--- config.mk ---
export PLATFORM = sky130hd
export DESIGN_NAME = hazard_ctrl
export DESIGN_NICKNAME = d
export VERILOG_FILES = /design/src/rtl/hazard_ctrl.sv
export SDC_FILE = /design/constraint.sdc
export NUM_CORES = 1
export LEC_CHECK = 0
export CAP_MARGIN = 20
export CORE_UTILIZATION = 44
export DETAILED_ROUTE_END_ITERATION = 6
export PLACE_DENSITY = 0.82
export SLEW_MARGIN = 20
export SYNTH_ARGS = -nofsm -noshare
export SYNTH_HDL_FRONTEND = slang
export SYNTH_SLANG_ARGS = --single-unit
--- constraint.sdc ---
create_clock -name clock -period 3.07 [get_ports clock]
set_input_delay 0.614 -clock clock [delete_from_list [all_inputs] [get_ports clock]]
set_output_delay 0.614 -clock clock [all_outputs]
set_load 0.05 [all_outputs]
--- src/rtl/hazard_ctrl.sv ---
// Pipeline sequencing controller: resolves memory-wait stalls, branch flushes
// and load-use hazards, with saturating performance counters and a wait watchdog.
module hazard_ctrl #(
  parameter int CNT_W    = 16,
  parameter int WAIT_MAX = 64,
  parameter int WAIT_W   = 7
) (
  input  logic             clock,
  input  logic             reset,
  input  logic [4:0]       id_rs1,
  input  logic [4:0]       id_rs2,
  input  logic             id_use_rs1,
  input  logic             id_use_rs2,
  input  logic             ex_memread,
  input  logic [4:0]       ex_rd,
  input  logic             ex_branch_taken,
  input  logic             mem_req,
  input  logic             mem_ready,
  input  logic             cnt_clear,
  output logic             pc_write,
  output logic             if_id_write,
  output logic             id_ex_write,
  output logic             ex_mem_write,
  output logic             if_id_flush,
  output logic             id_ex_flush,
  output logic             mem_timeout,
  output logic [CNT_W-1:0] stall_count,
  output logic [CNT_W-1:0] flush_count
);

  typedef enum logic [1:0] {RUN, MEM_WAIT, HALT} state_t;

  localparam logic [WAIT_W-1:0] WAIT_LIMIT = WAIT_W'(WAIT_MAX);
  localparam logic [CNT_W-1:0]  CNT_SAT    = '1;

  state_t              state_q, state_d;
  logic [WAIT_W-1:0]   wait_q, wait_d, wait_inc;
  logic                timeout_q, timeout_d;
  logic [CNT_W-1:0]    stall_q, stall_d, flush_q, flush_d;
  logic                hazard;
  logic                pipe_go;
  logic                flush_evt;

  // Register x0 is hard-wired to zero, so a load targeting it never stalls.
  assign hazard = ex_memread && (ex_rd != 5'd0) &&
                  ((id_use_rs1 && (id_rs1 == ex_rd)) ||
                   (id_use_rs2 && (id_rs2 == ex_rd)));

  assign wait_inc = wait_q + 1'b1;

  // NOTE: every signal written here gets a default first so no latch is inferred.
  always_comb begin
    state_d      = state_q;
    wait_d       = wait_q;
    timeout_d    = timeout_q;
    pipe_go      = 1'b0;
    flush_evt    = 1'b0;
    pc_write     = 1'b0;
    if_id_write  = 1'b0;
    id_ex_write  = 1'b0;
    ex_mem_write = 1'b0;
    if_id_flush  = 1'b0;
    id_ex_flush  = 1'b0;

    case (state_q)
      RUN: begin
        if (mem_req && !mem_ready) begin
          state_d = MEM_WAIT;
          wait_d  = WAIT_W'(1);
        end else begin
          pipe_go = 1'b1;
        end
      end
      MEM_WAIT: begin
        if (!mem_ready) begin
          wait_d = wait_inc;
          if (wait_inc >= WAIT_LIMIT) begin
            state_d   = HALT;
            timeout_d = 1'b1;
          end
        end else begin
          pipe_go = 1'b1;
          state_d = RUN;
          wait_d  = '0;
        end
      end
      HALT:    timeout_d = 1'b1;
      default: state_d = RUN;
    endcase

    // The ready cycle of a memory wait is decoded exactly like a free RUN cycle.
    if (pipe_go) begin
      if (ex_branch_taken) begin
        {pc_write, if_id_write, id_ex_write, ex_mem_write} = 4'b1111;
        if_id_flush = 1'b1;
        id_ex_flush = 1'b1;
        flush_evt   = 1'b1;
      end else if (hazard) begin
        id_ex_write  = 1'b1;
        id_ex_flush  = 1'b1;
        ex_mem_write = 1'b1;
      end else begin
        {pc_write, if_id_write, id_ex_write, ex_mem_write} = 4'b1111;
      end
    end

    if (!reset) begin
      {pc_write, if_id_write, id_ex_write, ex_mem_write} = 4'b0000;
      if_id_flush = 1'b0;
      id_ex_flush = 1'b0;
    end
  end

  always_comb begin
    stall_d = stall_q;
    flush_d = flush_q;
    if (cnt_clear) begin
      stall_d = '0;
      flush_d = '0;
    end else begin
      if (!pc_write && (stall_q != CNT_SAT)) stall_d = stall_q + 1'b1;
      if (flush_evt && (flush_q != CNT_SAT)) flush_d = flush_q + 1'b1;
    end
  end

  // NOTE: state registers use non-blocking assignments so all update together at the edge.
  always_ff @(posedge clock or negedge reset) begin
    if (!reset) begin
      state_q   <= RUN;
      wait_q    <= '0;
      timeout_q <= 1'b0;
      stall_q   <= '0;
      flush_q   <= '0;
    end else begin
      state_q   <= state_d;
      wait_q    <= wait_d;
      timeout_q <= timeout_d;
      stall_q   <= stall_d;
      flush_q   <= flush_d;
    end
  end

  assign mem_timeout = timeout_q;
  assign stall_count = stall_q;
  assign flush_count = flush_q;

endmodule

==> run metrics, run 1 <==
area share of the largest cell type after synthesis=44.6%; critical path class=input port to primary output; setup TNS=0 ps; Finished Cell Area=3190 sq um; PortBufs=62; FP Rows=26; Rel. slew slack=63.8%; top-count cell post-synth=dfrtp_1; Routability Congestion=0.777; H-tree depth=2; vias per cell=5.43; final setup violation count=0; Routed WL=5280 microns; crit path cell chain=clkdlybuf4s50_1, xor2_1, nor4_2, a32oi_1, o31a_1, buf_12; Post-synth EDFFs=0; cts hold-fix bufs=0; Synth Instances=256; cell class contributing the biggest share of worst-path delay=buffers and inverters; Least-Margin Pin Slew=539 ps; post_cts resized=0; Synth Area in Adders=1.59%; total core area=5140 sq um; Clk Latency, worst-skew pair=300 ps; vias in the first global route=1783; Synth Area in Compound Gates=13.5%; Tot Pwr=1.18 mW; WL/cell=13.6 microns; cell taking the most area after synthesis=dfrtp_1; Fillers=472; crit-path max FO=3; DR pass1 iterations=5; Placement Cell Area=3090 sq um; period utilisation layout=94.9%; max cap viols=0; PD cells=370 nW/um^2; Syn Nets=283; slowest stage delay, CP=470 ps; first-pass GRT wire length=8320 microns; CTS sink cnt=42; Async SR Flop Fraction=100%; dpl hpwl=3820 microns; worst min-delay path category=input port to async pin; Initial Util=45.8%; gr ovfl total=0; largest family of logic cells by synthesized area=simple AND/OR/NAND/NOR gates; ys flop type=dfrtp_1; die width=75.2 microns; Nets=344; syn_area_per_cell=9.20 sq um; CP bufs+invs=2; Synth Area in Simple Gates=25.1%; Post-CTS Setup Bufs=0; Worst VDD drop=0.000256 V; WHS=404 ps; Ant. Diodes=0; Pleak=1.20 nW; register clock-pin slew on the reported worst setup and hold paths=90 ps; DRC=0; status=finished, final reports clean; die height=75.2 microns; RSZ-0062 raised after global routing=no; full die area=5650 sq um; synth cell count leaders=42 x dfrtp_1, 27 x nor2_1, 17 x a21oi_1, 17 x nand2_1, 15 x o21ai_0; gr usage total=19.2%; Synth Register Bits=42; Startpoint Class=input port; Yosys Warn Count=0; xor/xnor share of the synthesized area=9.29%; clk root buf=clkbuf_8; layout cell share with drive strength beyond 1=7.55%; crit path DAT=2300 ps; Worst Path Required=2460 ps; Final Max Slew Viols=0; initial antenna violation count=0; CTS tree=done; Iter 0 DRT Violations=111; largest net degree at the start of global routing=43; routed via count=2106; Yosys cell types=42; Post-DRT Antenna Nets=0; minimum clock period=2910 ps; Max Clk Rate=343 MHz; Layout area overhead=35.3%; Final Hold Viols=0; Crit. End Element=primary output; Area contributors post-synth=dfrtp_1 45%, xnor2_1 4.8%, xor2_1 4.5%; CP max-delay cell=clkdlybuf4s50_1; Longest Clk Path Bufs=2; Num CTS Buffers=5; number of top-level pins=63; register area share after synthesis=44.6%; skew final=14.5 ps; mux contribution to synthesized area=2.12%; mapped cell area=2360 sq um
[final timing paths]
path	from	to	slack, ps	cells after the start
max	ex_rd[3]	if_id_write	160	6
min	reset	stall_count[14]	400	2
max reg2reg	stall_count[0]	stall_count[13]	810	8
min reg2reg	mem_timeout	mem_timeout	480	1
max in group asynchronous	reset	wait_q[4]	2300	2
min in group clock	mem_timeout	mem_timeout	480	1
[kinds of logic (layout without fill, tap and decap cells)]
family / count (synthesis) / count (layout)
simple gates: 112 / 112
compound gates: 52 / 52
flops: 42 / 42
xor+xnor: 25 / 25
buf+inv: 17 / 79
mux: 5 / 5
fa+ha+maj: 3 / 3
[per-stage QoR]
| stage | worst slack, ps | cells | util [%] |
|---|---|---|---|
| after floorplan | 126 | 256 | - |
| after global placement | 200 | 380 | 60.2 |
| after detailed placement | 138 | 380 | 60.2 |
| after CTS | 138 | 388 | 62.0 |
| after global routing | 61.4 | 388 | 62.0 |
| final | 155 | 388 | 62.0 |
[per-layer routing]
layer / track usage (%) / share of wire [%] / vias to the layer above
li1: - / - / 1038
met1: 25.6 / 45 / 1019
met2: 32.4 / 51 / 43
met3: 2.28 / 2.9 / 6
met4: 6.58 / 1.0 / 0
met5: 0 / 0 / -
[state kept, by name, summed over array words and instances (netlist names)]
| name | flops |
|---|---|
| flush_count | 16 |
| stall_count | 16 |
| wait_q | 7 |
| state_q | 2 |
| mem_timeout | 1 |
[report_power, final]
| part | internal [mW] | leakage, nW | switching (mW) |
|---|---|---|---|
| registers | 0.568 | 0.574 | 0.0187 |
| logic | 0.0985 | 0.582 | 0.120 |
| clock network | 0.186 | 0.0489 | 0.189 |
[area by class of cell]
cell class,instances,area (sq um),area share [%]
clock inverter,1,8.76,0.275
sequential,42,1050,33.0
inverter,5,18.8,0.589
multi-input combinational,197,1220,38.2
clock buffer,7,86.3,2.71
tap,70,87.6,2.75
timing repair buffer,66,718,22.5
[layout by cell type (no fill, tap or decap), drive strengths merged]
cell type      Yosys  final
a211oi             1      1
a21oi             17     17
a22o               1      1
a311o              1      1
a31oi              1      1
a32oi              1      1
and2               3      3
and3               3      3
and3b              1      1
and4               3      3
buf                6     11
clkbuf             6      7
clkdlybuf4s50      0     55
dfrtp             42     42
ha                 3      3
inv                5      6
mux2i              5      5
nand2             17     17
nand2b             3      3
nand3             12     12
nand3b             1      1
nand4              6      6
nor2              27     27
nor2b              2      2
nor3               8      8
nor3b              1      1
nor4               3      3
o21a               1      1
o21ai             16     16
o21bai             2      2
o22a               2      2
o31a               1      1
o31ai              8      8
or2                4      4
or3               12     12
or4                6      6
xnor2             13     13
xor2              12     12
Power figures use the tool's default switching activity.
==> inputs of run 2 (changes only) <==
--- a/config.mk
+++ b/config.mk
@@ -5,10 +5,11 @@
 export SDC_FILE = /design/constraint.sdc
 export NUM_CORES = 1
 export LEC_CHECK = 0
+export ABC_AREA = 1
 export CAP_MARGIN = 20
 export CORE_UTILIZATION = 44
 export DETAILED_ROUTE_END_ITERATION = 6
-export PLACE_DENSITY = 0.82
+export PLACE_DENSITY = 0.8
 export SLEW_MARGIN = 20
 export SYNTH_ARGS = -nofsm -noshare
 export SYNTH_HDL_FRONTEND = slang
==> run 2 against run 1 <==
- core utilization decreased by 1.7 points
- clock power increased by 17%
- via count rose by 31%
- critical path type unchanged
- critical path depth is 4 higher
- clock skew shrank 6.9 ps
- first-iteration DRC count grew 2.7%
- non-clock buffer count increased by 1
- register-to-register slack gained 90 ps
- sequential power is 9.4% higher
- flip-flop and latch count unchanged
- highest routed layer unchanged
- total power rose by 41%
- synthesized cell count increased by 55%
==> run metrics, run 2 <==
Final Max Slew Viols=0 (unchanged); crit-path max FO=4 (+1); skew final=7.60 ps (-6.92 ps); Placement Cell Area=3510 sq um (+13%); initial antenna violation count=0 (unchanged); ys flop type=dfrtp_1; CP bufs+invs=3 (+1); Tot Pwr=1.67 mW (+41%); register clock-pin slew on the reported worst setup and hold paths=80 ps (about the same); Num CTS Buffers=5 (unchanged); Synth Register Bits=42 (unchanged); Place WS=337 ps (+199 ps); Max Clk Rate=362 MHz (+5.5%); first-pass GRT wire length=11400 microns (+37%); commonest non-fill, non-tap cell in the layout=nand2_1; minimum clock period=2760 ps (-151 ps); Most Crowded Layer GR=met2; period utilisation layout=90.0% (-4.9 points); Longest Clk Path Bufs=2 (unchanged); vias in the first global route=2589 (+45%); cell class contributing the biggest share of worst-path delay=buffers and inverters; PortBufs=62 (unchanged); Rel. slew slack=64.3% (+0.50 points); Iter 0 DRT Violations=114 (+2.7%); met2 Use GR=38.2% (+5.7 points); CP max-delay cell=clkdlybuf4s50_1; vias per cell=5.14 (-5.3%); gr usage total=22.4% (+3.2 points); Area contributors post-synth=dfrtp_1 38%, nand2_1 13%, nand3_1 8.2%; status=finished, final reports clean; Yosys Warn Count=0 (unchanged); Clk Latency, worst-skew pair=300 ps (about the same); gr ovfl total=0 (unchanged); mapped cell area=2750 sq um (+17%); Layout Utilization=60.4% (-1.7 points); total core area=5990 sq um (+17%); CTS tree=done; final setup violation count=0 (unchanged); critical path class=input port to primary output; Layout area overhead=31.3%; Routability Congestion=0.906 (+17%); Routed WL=6710 microns (+27%); DRC=0 (unchanged); die height=81.1 microns (+7.9%); Nets=487 (+42%); cts hold-fix bufs=0 (unchanged); Final Hold Viols=0 (unchanged); CTS sink cnt=42 (unchanged); Non-Filler Instances=536 (+38%); DR pass1 iterations=4 (-1); PD cells=461 nW/um^2 (+24%); area share of the largest cell type after synthesis=38.2% (-6.4 points); Worst Path Required=2460 ps (about the same); crit path cell chain=clkdlybuf4s50_1, inv_1, nand2_1, nand2_1, nor2_1, nand3_1, nand2_1, a21oi_1, nor3_1, buf_12; WHS=393 ps (-10.5 ps); Post-DRT Antenna Nets=0 (unchanged); Synth Instances=396 (+55%); met1 usage=28.1% (+2.5 points); Initial Util=46.0% (+0.13 points); Async SR Flop Fraction=100% (unchanged); Syn Nets=423 (+49%); synth cell count leaders=96 x nand2_1, 52 x inv_1, 45 x nand3_1; largest net degree at the start of global routing=43 (unchanged); crit-path most repeated cell=nand2_1; met3 Use GR=3.93% (+1.7 points); full die area=6580 sq um (+16%); dpl cells=528 (+39%); worst min-delay path category=input port to async pin; routed via count=2754 (+31%); Startpoint Class=input port; post_cts resized=0 (unchanged); dpl hpwl=4960 microns (+30%); top-count cell post-synth=nand2_1; FP Rows=28 (+7.7%); number of top-level pins=63 (unchanged); clk root buf=clkbuf_8; crit path DAT=2150 ps (-150 ps); Post-synth EDFFs=0 (unchanged); H-tree depth=2 (unchanged); die width=81.1 microns (+7.9%); layout cell share with drive strength beyond 1=8.03% (+0.48 points); Worst VDD drop=0.000318 V (+24%); most frequent cells in the layout=96 x nand2_1, 55 x clkdlybuf4s50_1, 52 x inv_1, 45 x nand3_1, 42 x dfrtp_1; register area share after synthesis=38.2% (-6.4 points); syn_area_per_cell=6.95 sq um (-24%); Crit. End Element=primary output; max cap viols=0 (unchanged); Pleak=1.71 nW (+42%); cell taking the most area after synthesis=dfrtp_1; Yosys cell types=31 (-26%); Least-Margin Pin Slew=535 ps (-4.25 ps); setup TNS=0 ps (unchanged); slowest stage delay, CP=520 ps (+50 ps); final worst slack=306 ps (+151 ps); Finished Cell Area=3620 sq um (+13%); WL/cell=12.5 microns (-7.9%); Ant. Diodes=0 (unchanged); Post-CTS Setup Bufs=0 (unchanged); RSZ-0062 raised after global routing=no
==> run 2: final cells by class <==
cell class	instances	area, sq um
fillers	539	2370
multi-input cells	281	1410
flip-flops and latches	42	1050
repair buffers	67	713
inverters	63	236
well taps	75	93.8
clock buffers	6	72.6
clock inverters	2	37.5
==> run 2: where the power goes <==
part | internal, mW | leakage, nW | switching (mW)
sequential | 0.593 | 0.573 | 0.0486
clock | 0.243 | 0.0514 | 0.197
combinational | 0.213 | 1.08 | 0.372
==> run 2: logic make-up after synthesis <==
| family | share of synthesized area [%] |
|---|---|
| simple gates | 38.1 |
| buf+inv | 10.7 |
| flops | 38.2 |
| compound gates | 5.68 |
| xor+xnor | 6.04 |
| fa+ha+maj | 1.36 |
==> run 2: final timing paths <==
path,slack [ps],startpoint,end,cells past startpoint
max,310,ex_rd[4],id_ex_flush,10
min reg2reg,490,mem_timeout,mem_timeout,1
min in group clock,490,mem_timeout,mem_timeout,1
max reg2reg,900,flush_count[0],flush_count[10],9
min,390,reset,flush_count[14],2
max in group asynchronous,2310,reset,flush_count[0],2
==> run 2: layer usage <==
layer	up-vias	share of wire, %
li1	1402	-
met1	1281	46
met2	59	49
met3	12	3.5
met4	0	1.8
met5	-	0
==> run 2: worst register-to-register path, stage by stage, from the launching register on <==
cell and delay [ps]:
dfrtp_1 450, ha_1 270, nand3_1 150, inv_1 170, nand4_1 120, nand2_1 400
nand2_1 270, inv_2 130, nand2_1 60, o31ai_1 70
